## config.mk

```make
export PLATFORM = sky130hd
export DESIGN_NAME = lmfe_sram_arb
export DESIGN_NICKNAME = d
export VERILOG_FILES = /design/src/rtl/lmfe_pkg.sv /design/src/rtl/lmfe_wbuf.sv /design/src/rtl/lmfe_sram_arb.sv
export SDC_FILE = /design/constraint.sdc
export NUM_CORES = 1
export LEC_CHECK = 0
export ABC_AREA = 1
export CAP_MARGIN = 25
export CORE_AREA = 3 3 101 103
export CTS_CLUSTER_SIZE = 25
export DETAILED_ROUTE_END_ITERATION = 12
export DIE_AREA = 0 0 104 106
export PLACE_DENSITY = 0.56
export SLEW_MARGIN = 10
export SYNTH_ARGS = -nofsm -noshare
export SYNTH_HDL_FRONTEND = slang
export SYNTH_SLANG_ARGS = --single-unit
```

## constraint.sdc

```tcl
create_clock -name clk -period 2.9 [get_ports clk]
set_input_delay 0.435 -clock clk [delete_from_list [all_inputs] [get_ports clk]]
set_output_delay 0.435 -clock clk [all_outputs]
set_load 0.01 [all_outputs]
```

## src/rtl/lmfe_pkg.sv

```systemverilog
`default_nettype none
// ============================================================================
// Module   : lmfe_pkg
// Purpose  : Shared widths, SRAM port-state encoding and the posted-write
//            buffer entry type for the LMFE line-buffer SRAM arbiter.
// Revision : 1.0  initial release
// ============================================================================
package lmfe_pkg;

   localparam int LMFE_AW = 10;
   localparam int LMFE_DW = 8;

   // What the single SRAM port does in a given cycle
   typedef enum logic [1:0] {
      S_IDLE = 2'd0,
      S_RD   = 2'd1,
      S_WR   = 2'd2
   } port_state_t;

   // One posted write waiting for the SRAM port
   typedef struct packed {
      logic [LMFE_AW-1:0] addr;
      logic [LMFE_DW-1:0] data;
   } fifo_entry_t;

endpackage
`default_nettype wire

```

## src/rtl/lmfe_wbuf.sv

```systemverilog
`default_nettype none
// ============================================================================
// Module   : lmfe_wbuf
// Purpose  : 2-entry posted-write FIFO. Exposes the head entry, the fill
//            count and a parallel address lookup returning the youngest
//            matching data so reads can be forwarded from the buffer.
// Revision : 1.0  initial release
// ============================================================================
module lmfe_wbuf
   import lmfe_pkg::*;
(
   input  logic               clk,
   input  logic               RST,
   input  logic               push,
   input  fifo_entry_t        push_entry,
   input  logic               pop,
   output fifo_entry_t        head,
   output logic [1:0]         count,
   input  logic [LMFE_AW-1:0] lookup_addr,
   output logic               lookup_hit,
   output logic [LMFE_DW-1:0] lookup_data
);

   fifo_entry_t mem [2];
   logic        wr_ptr;
   logic        rd_ptr;
   logic        yng_ptr;
   logic [1:0]  cnt;

   // The caller only pushes when not full and only pops when not empty
   always_ff @(posedge clk or negedge RST) begin
      if (!RST) begin
         mem[0] <= '0;
         mem[1] <= '0;
         wr_ptr <= 1'b0;
         rd_ptr <= 1'b0;
         cnt    <= 2'd0;
      end else begin
         if (push) begin
            mem[wr_ptr] <= push_entry;
            wr_ptr      <= ~wr_ptr;
         end
         if (pop) begin
            rd_ptr <= ~rd_ptr;
         end
         case ({push, pop})
            2'b10:   cnt <= cnt + 2'd1;
            2'b01:   cnt <= cnt - 2'd1;
            default: cnt <= cnt;
         endcase
      end
   end

   assign head    = mem[rd_ptr];
   assign count   = cnt;
   // With two entries the one behind the head is always the younger
   assign yng_ptr = ~rd_ptr;

   // Address match against valid entries; the younger entry takes priority
   always_comb begin
      lookup_hit  = 1'b0;
      lookup_data = '0;
      if (cnt != 2'd0 && mem[rd_ptr].addr == lookup_addr) begin
         lookup_hit  = 1'b1;
         lookup_data = mem[rd_ptr].data;
      end
      if (cnt == 2'd2 && mem[yng_ptr].addr == lookup_addr) begin
         lookup_hit  = 1'b1;
         lookup_data = mem[yng_ptr].data;
      end
   end

endmodule
`default_nettype wire

```

## src/rtl/lmfe_sram_arb.sv

```systemverilog
`default_nettype none
// ============================================================================
// Module   : lmfe_sram_arb
// Purpose  : Single-port line-buffer SRAM arbiter. Reads from the window
//            fetcher normally own the port; stream writes are posted into a
//            2-entry buffer and drained on idle, full, flush or anti-
//            starvation cycles. Reads hitting a pending write are forwarded.
// Revision : 1.0  initial release
// ============================================================================
module lmfe_sram_arb
   import lmfe_pkg::*;
#(
   parameter int AW         = LMFE_AW,
   parameter int DW         = LMFE_DW,
   parameter int STARVE_MAX = 4
) (
   input  logic          clk,
   input  logic          RST,
   input  logic          W_REQ,
   input  logic [AW-1:0] W_A,
   input  logic [DW-1:0] W_D,
   output logic          W_GNT,
   input  logic          R_REQ,
   input  logic [AW-1:0] R_A,
   output logic          R_GNT,
   output logic          R_QV,
   output logic [DW-1:0] R_Q,
   input  logic          FLUSH,
   output logic          FLUSH_DONE,
   output logic          CEN,
   output logic          WEN,
   output logic [AW-1:0] A,
   output logic [DW-1:0] D,
   input  logic [DW-1:0] Q
);

   localparam int SW = $clog2(STARVE_MAX + 1);
   localparam logic [SW-1:0] STARVE_LIM = SW'(STARVE_MAX);

   port_state_t   state;
   fifo_entry_t   head;
   fifo_entry_t   push_entry;
   logic [1:0]    count;
   logic          push;
   logic          pop;
   logic          hit;
   logic [DW-1:0] hit_data;
   logic [SW-1:0] starve;
   logic          qv;
   logic          fwd;
   logic [DW-1:0] fwd_data;

   // A full buffer refuses the writer even if it drains this same cycle
   assign W_GNT      = (count != 2'd2);
   assign push       = W_REQ & W_GNT;
   assign pop        = (state == S_WR);
   assign push_entry = '{addr: W_A, data: W_D};

   lmfe_wbuf u_wbuf (
      .clk         (clk),
      .RST         (RST),
      .push        (push),
      .push_entry  (push_entry),
      .pop         (pop),
      .head        (head),
      .count       (count),
      .lookup_addr (R_A),
      .lookup_hit  (hit),
      .lookup_data (hit_data)
   );

   // Port decision: drain when forced or free, otherwise serve the read
   always_comb begin
      state = S_IDLE;
      if (!RST) begin
         state = S_IDLE;
      end else if (count != 2'd0 &&
                   (FLUSH || !R_REQ || count == 2'd2 || starve == STARVE_LIM)) begin
         state = S_WR;
      end else if (R_REQ && !FLUSH) begin
         state = S_RD;
      end
   end

   // SRAM strobes and read grant for the chosen port state
   always_comb begin
      CEN   = 1'b1;
      WEN   = 1'b1;
      A     = '0;
      D     = '0;
      R_GNT = 1'b0;
      unique case (state)
         S_WR: begin
            CEN = 1'b0;
            WEN = 1'b0;
            A   = head.addr;
            D   = head.data;
         end
         S_RD: begin
            CEN   = 1'b0;
            A     = R_A;
            R_GNT = 1'b1;
         end
         default: begin
            CEN = 1'b1;
         end
      endcase
   end

   assign FLUSH_DONE = RST & FLUSH & (count == 2'd0);

   // Count consecutive reads that bypass pending writes, saturating
   always_ff @(posedge clk or negedge RST) begin
      if (!RST) begin
         starve <= '0;
      end else if (state == S_WR || count == 2'd0) begin
         starve <= '0;
      end else if (state == S_RD && starve != STARVE_LIM) begin
         starve <= starve + SW'(1);
      end
   end

   // One-cycle read return, with optional forwarding from the write buffer
   always_ff @(posedge clk or negedge RST) begin
      if (!RST) begin
         qv       <= 1'b0;
         fwd      <= 1'b0;
         fwd_data <= '0;
      end else begin
         qv  <= R_GNT;
         fwd <= R_GNT & hit;
         if (R_GNT && hit) begin
            fwd_data <= hit_data;
         end
      end
   end

   assign R_QV = qv;
   assign R_Q  = fwd ? fwd_data : Q;

endmodule
`default_nettype wire

```

### Yosys cells after proc, flatten, opt, wreduce, memory -nomap -nowiden

Index checks and enable logic that the tools add are counted.
W data, S select, Z words.

| storage, ports and cells | value |
|---|---|
| input bits | 41 |
| flip-flop bits (word level) | 53 |
| word-level logic and storage cells | 80 |
| output and inout bits | 32 |

| cells by class | value |
|---|---|
| reductions and logical operators | 18 |
| equal/unequal tests | 10 |
| muxes and demuxes | 25 |
| $lt $le $gt $ge | 4 |
| bitwise operators | 9 |
| add/sub/neg operators | 3 |

Operator list:

| kind | number |
|---|---|
| $mux W18 | 7 |
| $bwmux W36 | 1 |
| $mux W8 | 4 |
| $eq A10 B10 Y1 | 2 |
| $pmux W10 S2 | 1 |
| $demux W18 S1 | 1 |
| $logic_and A1 B1 Y1 | 7 |
| $eq A2 B2 Y1 const B | 3 |
| $ge A2 B2 Y1 const B | 3 |
| $mux W1 | 6 |
| $mux W3 | 2 |
| $not A1 Y2 | 3 |
| $reduce_bool A2 Y1 | 3 |
| $and A1 B1 Y1 | 4 |
| $eq A2 B1 Y1 const B | 2 |
| $logic_or A1 B1 Y1 | 4 |
| $mux W2 | 2 |
| $pmux W2 S2 | 1 |
| $add A3 B1 Y3 const B | 1 |
| $eq A3 B3 Y1 const B | 1 |
| $ne A3 B3 Y1 const B | 1 |
| $add A2 B1 Y2 const B | 1 |
| $logic_not A1 Y1 | 2 |
| $logic_not A2 Y1 | 1 |
| other kinds (5) | 6 |

### Logic depth before layout (Yosys ltp)

Gate-level depths: netlist of the first run.

| logic depth | value |
|---|---|
| depth after elaboration | 11 |
| depth in mapped cells | 14 |
| gate-level depth less buffers | 13 |

### Cells and area by module

From an unflattened synthesis of the first run, not the netlist that was laid out.

| second synthesis, totals | value |
|---|---|
| cells, all modules | 515 |
| area, all modules | 3529.6 µm² |

By module, submodules not included:

| module | cells an instance | sequential area each (µm²) | times used | area each (µm²) |
|---|---|---|---|---|
| lmfe_wbuf | 374 | 1001.0 | 1 | 2538.7 |
| lmfe_sram_arb | 141 | 325.3 | 1 | 991.0 |

### Worst setup path after synthesis of the first run

No wires, ideal clock.

| path | value |
|---|---|
| path kind | register to register |
| start point | reg u_wbuf.cnt[0], in the netlist u_wbuf.count[0] |
| end point | reg u_wbuf.cnt[1], in the netlist u_wbuf.count[1] |
| library setup time | 131 ps |
| path buffers | 1 |
| data required time | 2769 ps |
| cell stages (with the launch flop) | 9 |
| data arrival time | 1816 ps |
| path slack | 953 ps |
| clock period less this slack | 1947 ps |
| cell sequence | dfrtp_1 -> or2_1 -> buf_2 -> nand3_1 -> clkinv_1 -> ha_1 -> a21oi_1 -> o21ai_0 -> xor2_1 |

| on the way | value |
|---|---|
| longest elaborated chain between the ends | 9 |
| elaborated cells between the ends (all ways) | 16 |
| classes of those cells | 2 x add/sub; 5 x eq/ne; 3 x mux; 1 x bitwise; 5 x reduce/logical |

RTL lines:

| what | line | text |
|---|---|---|
| from (decl) | lmfe_wbuf.sv:28 | `logic [1:0] cnt;` |
| from (signal assigned) | lmfe_wbuf.sv:47 | `2'b10: cnt <= cnt + 2'd1;` |
| from (signal assigned) | lmfe_wbuf.sv:48 | `2'b01: cnt <= cnt - 2'd1;` |
| from (signal assigned) | lmfe_wbuf.sv:49 | `default: cnt <= cnt;` |
| $eq A2 B2 Y1 | lmfe_sram_arb.sv:78 | `(FLUSH \|\| !R_REQ \|\| count == 2'd2 \|\| starve == STARVE_LIM)) begin` |
| $logic_or A1 B1 Y1 (2 in series) | lmfe_sram_arb.sv:78 |  |
| $logic_and A1 B1 Y1 | lmfe_sram_arb.sv:77 | `end else if (count != 2'd0 &&` |
| $mux W2 | lmfe_sram_arb.sv:77 |  |
| $mux W2 | lmfe_sram_arb.sv:75 | `if (!RST) begin` |
| $eq A2 B2 Y1 | lmfe_sram_arb.sv:56 | `assign pop = (state == S_WR);` |
| $eq A2 B1 Y1 or $eq A2 B2 Y1 (tied branches) | lmfe_wbuf.sv:46 | `case ({push, pop})` |
| $pmux W2 S2 or $reduce_bool A2 Y1 (tied branches) | n/a |  |

Several ways; a longest one is shown, not always the timed one.
A chain may end at the register's enable or synchronous reset.

### Worst setup path in the final report of the first run

| path | value |
|---|---|
| start point | in RST |
| end point | out A[8] |

| on the way | value |
|---|---|
| longest elaborated chain between the ends | 3 |
| elaborated cells between the ends (all ways) | 4 |
| classes of those cells | 2 x eq/ne; 2 x mux |

RTL lines:

| what | line | text |
|---|---|---|
| from (decl) | lmfe_sram_arb.sv:18 | `input logic RST,` |
| $mux W2 (*) | lmfe_sram_arb.sv:75 |  |
| $eq A2 B1 Y1 or $eq A2 B2 Y1 (tied branches) | lmfe_sram_arb.sv:92 | `unique case (state)` |
| $pmux W10 S2 (*) | lmfe_sram_arb.sv:92 |  |
| to (decl) | lmfe_sram_arb.sv:32 | `output logic [AW-1:0] A,` |

Mark *: on every way between the ends. The rest lies on a longest branch, timed or not.

==> impl_metrics.ini, run 1 <==
[outcome]
status = finished clean

[sta]
fin_skew_ns = 0.00861
final_max_slew_viol_count = 0
fin_crit_sh_pct = 96.0
slew_headroom_pct = 57.9
setup_viol = 0
hold_viol = 0
fmax_mhz = 359
worst_pin_slew_ns = 0.631
period_needed_ns = 2.78
fin_ws_ns = 0.116

[setup_path]
ff2ff_setup_slack_ns = 0.75
start_kind = input pin
crit_type = in2out
crit_arrival_ns = 2.35
cp-end-kind = output pin
worst-path-max-fanout = 15
required_ns = 2.47

[cells_and_area]
insertedDiodeCount = 0
fin_cells = 687
finalCoreUtilization_pct = 46.4
fill_cells = 990
drive_above_1_share_pct = 6.99
fin_nets = 601
fin_area_um2 = 4310
syn2layout_area_growth_pct = 29.0

[global_routing]
antenna_found_initial = 0
grt_pass1_vias = 3061
grt_max_degree = 51
grt_pass1_wl_um = 14800
grt_overflow = 0
track_usage_pct = 16.3

[synthesis]
yosys_register_bits = 53
synth_warnings = 0
synth_top_area_share_pct = 39.7
syn_area_um2 = 3340
synthesis.nets = 532
synth_top_cell_by_area = dfrtp_1
synth_area_leaders = dfrtp_1 40%, nand2_1 20%, inv_1 8.1%
postSynthCellCount = 488
synthDistinctLibCells = 30
syn_area_per_cell_um2 = 6.84
ys_seq_area_share_pct = 39.7

[die]
fp-row-count = 35
die_w_um = 104
die_area_um2 = 11000
coreArea_um2 = 9280
die_h_um = 106
start_util_pct = 36.0
ios = 73

[placed_design]
pre_cts_ws_ns = 0.133
dp_cells = 678
io_buffers = 72
dpl_cell_area_um2 = 4160
gp_congestion = 0.847
dp_hpwl_um = 6770

[worst_hold_path]
hold_path.class = reg2reg

[clock_tree]
insertion_delay_ns = 0.31
post-cts-setup-buffer-count = 0
clock_sinks = 53
cts_tree = yes
clockBufferDepth = 2
h-tree-depth = 2
root_buffer = clkbuf_8
cts_buffers = 5
path_clk_slew_ns = 0.10

[pwr]
vdd_drop_max_mv = 0.319
totalPowerFinal_uw = 3660
p_leak_uw = 0.00234
cellPowerDensity_nw_per_um2 = 850
p_switching_uw = 1650
clockPowerShare_pct = 14.5
swShare_pct = 45.0
p_int_uw = 2010
pwr-share-seq_pct = 34.5
combPwrFrac_pct = 51.0

[route]
viasPerCell = 4.52
avgRoutedWirePerCell_um = 12.6
dr.pass1.iters = 5
vias = 3107
drc_errors = 0
drtAntennaViolNets = 0
detail_route.iter0.violations = 148
routed_wirelength_um = 8640

[flow_run]
cap_violations = 0
==> power groups by stage <==
| stage | Sequential, uW | Combinational, uW | Clock (uW) |
|---|---|---|---|
| finish | 1260 | 1870 | 530 |
| global route | 1300 | 2160 | 576 |
| CTS | 1260 | 1900 | 548 |
| detailed placement | 1270 | 1880 | 0 |
| global placement | 1260 | 1860 | 0 |
| floorplan | 1170 | 1380 | 0 |
==> final cells by class <==
type | instances | area (um^2) | share of cell area [%]
inverters | 75 | 284 | 6.60
clock inverters | 3 | 50.0 | 1.16
well taps | 129 | 161 | 3.75
repair buffers | 81 | 801 | 18.6
flip-flops and latches | 53 | 1330 | 30.8
multi-input cells | 341 | 1610 | 37.5
clock buffers | 5 | 68.8 | 1.60
==> through the flow <==
step                setup TNS, ns  hold slack [ns]
CTS                             0            0.490
global placement                0            0.304
finish                          0            0.485
global route              -0.0318            0.514
detailed placement              0            0.305
floorplan                       0            0.139
==> what timing repair did <==
| item | 4_1_cts | 5_1_grt |
|---|---|---|
| setup endpoints to repair | 0 | 6 |
| hold buffers | 1 | 0 |
| gates resized for setup | 0 | 6 |
| hold endpoints to repair | 3 | 0 |
==> critical path, cell delays in order <==
cell and delay (ns):
dlygate4sd3_1 0.52, clkbuf_4 0.21, nand3_1 0.12, buf_4 0.22, o22ai_1 0.25, clkdlybuf4s50_1 0.59
==> cell families after synthesis <==
logic type / after synthesis / synth area share, %
AO/OA/AOI/OAI: 62 / 9.60
buffers and inverters: 94 / 11.9
XOR/XNOR: 3 / 0.787
adder cells (fa/ha/maj): 3 / 1.12
flip-flops: 53 / 39.7
AND/OR/NAND/NOR: 265 / 34.1
multiplexers: 8 / 2.70
==> state kept, by name, indices dropped and copies added, names as in the netlist <==
name and cells:
u_wbuf.wr_ptr 1, R_QV 1, u_wbuf.rd_ptr 1, u_wbuf.mem 36, starve 3, fwd 1, u_wbuf.count 2, fwd_data 8
==> layer usage <==
metal / wire length, um / part of all wire [%] / track usage, %
met1: 4300 / 50 / 23.1
met2: 3960 / 46 / 26.8
met3: 331 / 3.8 / 2.31
met4: 51 / 0.59 / 2.56
met5: 0 / 0 / 0
==> layout by cell type (no fill, tap or decap), types with 4 or more instances in the layout <==
| cell | count |
|---|---|
| nand2_1 | 176 |
| inv_1 | 72 |
| clkdlybuf4s50_1 | 66 |
| o21ai_0 | 54 |
| dfrtp_1 | 53 |
| nand3_1 | 50 |
| nor2_1 | 21 |
| mux2_2 | 8 |
| buf_4 | 8 |
| clkbuf_8 | 5 |
| dlymetal6s2s_1 | 5 |
| nand2_2 | 4 |
| o22ai_1 | 4 |
| nand4_1 | 4 |
==> cells in the mapped netlist (all sizes together) <==
master,instances
nand2,183
inv,74
o21ai,54
dfrtp,53
nand3,51
nor2,25
buf,11
clkbuf,8
mux2,8
nand4,4
o22ai,4
ha,3
a21oi,2
or2,2
xor2,2
a21boi,1
clkinv,1
o211ai,1
xnor2,1
==> path summary, 6_finish.rpt <==
| check | startpoint | to | cells after the start |
|---|---|---|---|
| max | RST | A[8] | 6 |
| min | fwd_data[4]$_DFFE_PN0P_ | fwd_data[4]$_DFFE_PN0P_ | 2 |
| max reg2reg | u_wbuf.rd_ptr$_DFFE_PN0N_ | fwd_data[2]$_DFFE_PN0P_ | 12 |
| min reg2reg | fwd_data[4]$_DFFE_PN0P_ | fwd_data[4]$_DFFE_PN0P_ | 2 |
| max in group asynchronous | RST | fwd_data[4]$_DFFE_PN0P_ | 3 |
| min in group asynchronous | RST | starve[2]$_DFFE_PN0P_ | 2 |
No activity file was read; power rests on OpenSTA's default activity.
==> run 2, diff against run 1 <==
CAP_MARGIN = 10   (was 25)
CORE_AREA = 3 3 96 98   (was 3 3 101 103)
DIE_AREA = 0 0 99 101   (was 0 0 104 106)
PLACE_DENSITY = 0.61   (was 0.56)
==> run 2 against run 1 <==
Total power fell by 0.17%. Sequential power hardly changed. Combinational power about the same. Cell count decreased by 3.5%. Non-clock buffer count down 3. Sequential cell count stayed put. Worst hold slack better by 0.0010 ns. Maximum frequency rose by 3.3%. Clock skew is essentially flat. Critical endpoint is now A[9].
==> impl_metrics.ini, run 2 (synthesized netlist as in run 1, its figures left out) <==
[clock_tree]
root_buffer = clkbuf_8
post-cts-setup-buffer-count = 0
cts_tree = yes
path_clk_slew_ns = 0.10
h-tree-depth = 2
clockBufferDepth = 2
insertion_delay_ns = 0.31
cts_buffers = 5
clock_sinks = 53

[setup_path]
cp-end-kind = output pin
worst-path-max-fanout = 12
r2r_start = u_wbuf.count[0]$_DFFE_PN0P_
startpoint = starve[0]$_DFFE_PN0P_
crit_arrival_ns = 2.26
rr_endpoint = u_wbuf.mem[27]$_DFFE_PN0P_
start_kind = flop
endpoint = A[9]
crit_type = reg2out
worstRegToRegCells = 5
ff2ff_setup_slack_ns = 0.77
required_ns = 2.47

[pwr]
cellPowerDensity_nw_per_um2 = 858
clockPowerShare_pct = 14.4
p_leak_uw = 0.00225
p_switching_uw = 1630
swShare_pct = 44.5
p_int_uw = 2030
vdd_drop_max_mv = 0.281
pwr-share-seq_pct = 33.7
totalPowerFinal_uw = 3650
combPwrFrac_pct = 51.9

[cells_and_area]
final_cell_mix = 175 x nand2_1, 72 x inv_1, 71 x clkdlybuf4s50_1
drive_above_1_share_pct = 6.67
insertedDiodeCount = 0
seq_area_um2 = 1330
fin_cells = 663
fin_nets = 598
fin_area_um2 = 4260
syn2layout_area_growth_pct = 27.5
largest_reg_flops = 36
multiInputGateArea_um2 = 1620
regMostFlops = u_wbuf.mem
reg_top3 = u_wbuf.mem: 36 flops, fwd_data: 8 flops, starve: 3 flops
layout_commonest_cell = nand2_1
fill_cells = 851

[die]
die_area_um2 = 10000
fp-row-count = 34
die_h_um = 101
start_util_pct = 39.0
coreArea_um2 = 8550
ios = 73
die_w_um = 99

[route]
routed_wirelength_um = 8320
drc_errors = 0
vias = 3145
drtAntennaViolNets = 0
avgRoutedWirePerCell_um = 12.5
dr.pass1.iters = 5
viasPerCell = 4.74
detail_route.iter0.violations = 176

[placed_design]
pre_cts_ws_ns = -0.0245
dp_hpwl_um = 6370
io_buffers = 72
dpl_cell_area_um2 = 4130
gp_congestion = 0.944
dp_cells = 654

[global_routing]
antenna_found_initial = 0
grt_overflow = 0
grt_max_degree = 51
grt_pass1_vias = 2842
grt_pass1_wl_um = 13600
track_usage_pct = 16.8

[sta]
slew_headroom_pct = 28.1
period_needed_ns = 2.70
fmax_mhz = 371
worst_pin_slew_ns = 1.08
hold_viol = 0
rsz0062_at_grt = no
fin_crit_sh_pct = 92.9
fin_tns_setup_ns = 0
fin_skew_ns = 0.00861
fin_ws_ns = 0.205
setup_viol = 0
final_max_slew_viol_count = 0

[outcome]
status = finished clean

[flow_run]
cap_violations = 0

[worst_hold_path]
hold_path.class = in2async
==> run 2: cell types whose count changed in the layout (fill, tap and decap cells not counted), sizes merged <==
cell | previous run | this run
buf | 8 | 6
clkdlybuf4s50 | 66 | 71
clkbuf | 6 | 5
dlymetal6s2s | 5 | 0
==> run 2: final cells by class <==
type / instances / area share, %
multi-input cells: 341 / 38.0
flip-flops and latches: 53 / 31.2
well taps: 108 / 3.17
clock buffers: 5 / 1.62
inverters: 75 / 6.67
clock inverters: 3 / 1.18
repair buffers: 78 / 18.2
==> run 2: how the worst min path moves through the flow <==
stage                     cells after the start  slack [ns]  start                    end
after floorplan                               0        0.14    RST         R_QV$_DFF_PN0_
after global placement                        1        0.27    RST  starve[2]$_DFFE_PN0P_
after detailed placement                      1        0.27    RST  starve[2]$_DFFE_PN0P_
after CTS                                     2        0.49    RST  starve[2]$_DFFE_PN0P_
after global routing                          2        0.49    RST  starve[2]$_DFFE_PN0P_
final                                         2        0.49    RST  starve[2]$_DFFE_PN0P_
==> run 2: repair_timing <==
| item | CTS | global route |
|---|---|---|
| gates resized for setup | 1 | 2 |
| hold endpoints to repair | 3 | 0 |
| cloned | 0 | 0 |
| endpoints found under the setup margin | 1 | 2 |
| hold buffers | 1 | 0 |
==> run 2: worst max-delay path: stages, from the launching register on <==
cell and delay, ns:
dfrtp_1 0.38, inv_1 0.06, ha_1 0.19, nand2_1 0.09, nand3_1 0.10, a21boi_1 0.16, nand2_2 0.19, o21ai_0 0.21
clkdlybuf4s50_1 0.56
==> run 2: layer usage <==
layer  vias up  wire length [um]  global-route usage, %
li1       1650                 -                      -
met1      1412              4090                   24.9
met2        67              3730                   25.4
met3        16               317                   2.15
met4         0               178                   5.57
met5         -                 0                      0
==> run 2: stage by stage <==
step / utilization, % / hold WS (ns)
2_1_floorplan: - / 0.139
3_3_place_gp: 48.2 / 0.267
3_5_place_dp: 48.2 / 0.269
4_1_cts: 49.8 / 0.487
5_1_grt: 49.8 / 0.491
6_report: 49.8 / 0.486
==> run 2: power by group through the flow <==
stage          clock, uW  sequential [uW]  combinational (uW)
2_1_floorplan          0             1170                1380
3_5_place_dp           0             1240                1900
6_report             526             1230                1900
4_1_cts              547             1220                1910
3_3_place_gp           0             1230                1870
5_1_grt              572             1260                2190
==> run 3, diff against run 2 <==
SLEW_MARGIN = default   (was 10)
==> results of run 3 <==
Same layout as run 2: the final DEF is identical, and so are final timing and power.
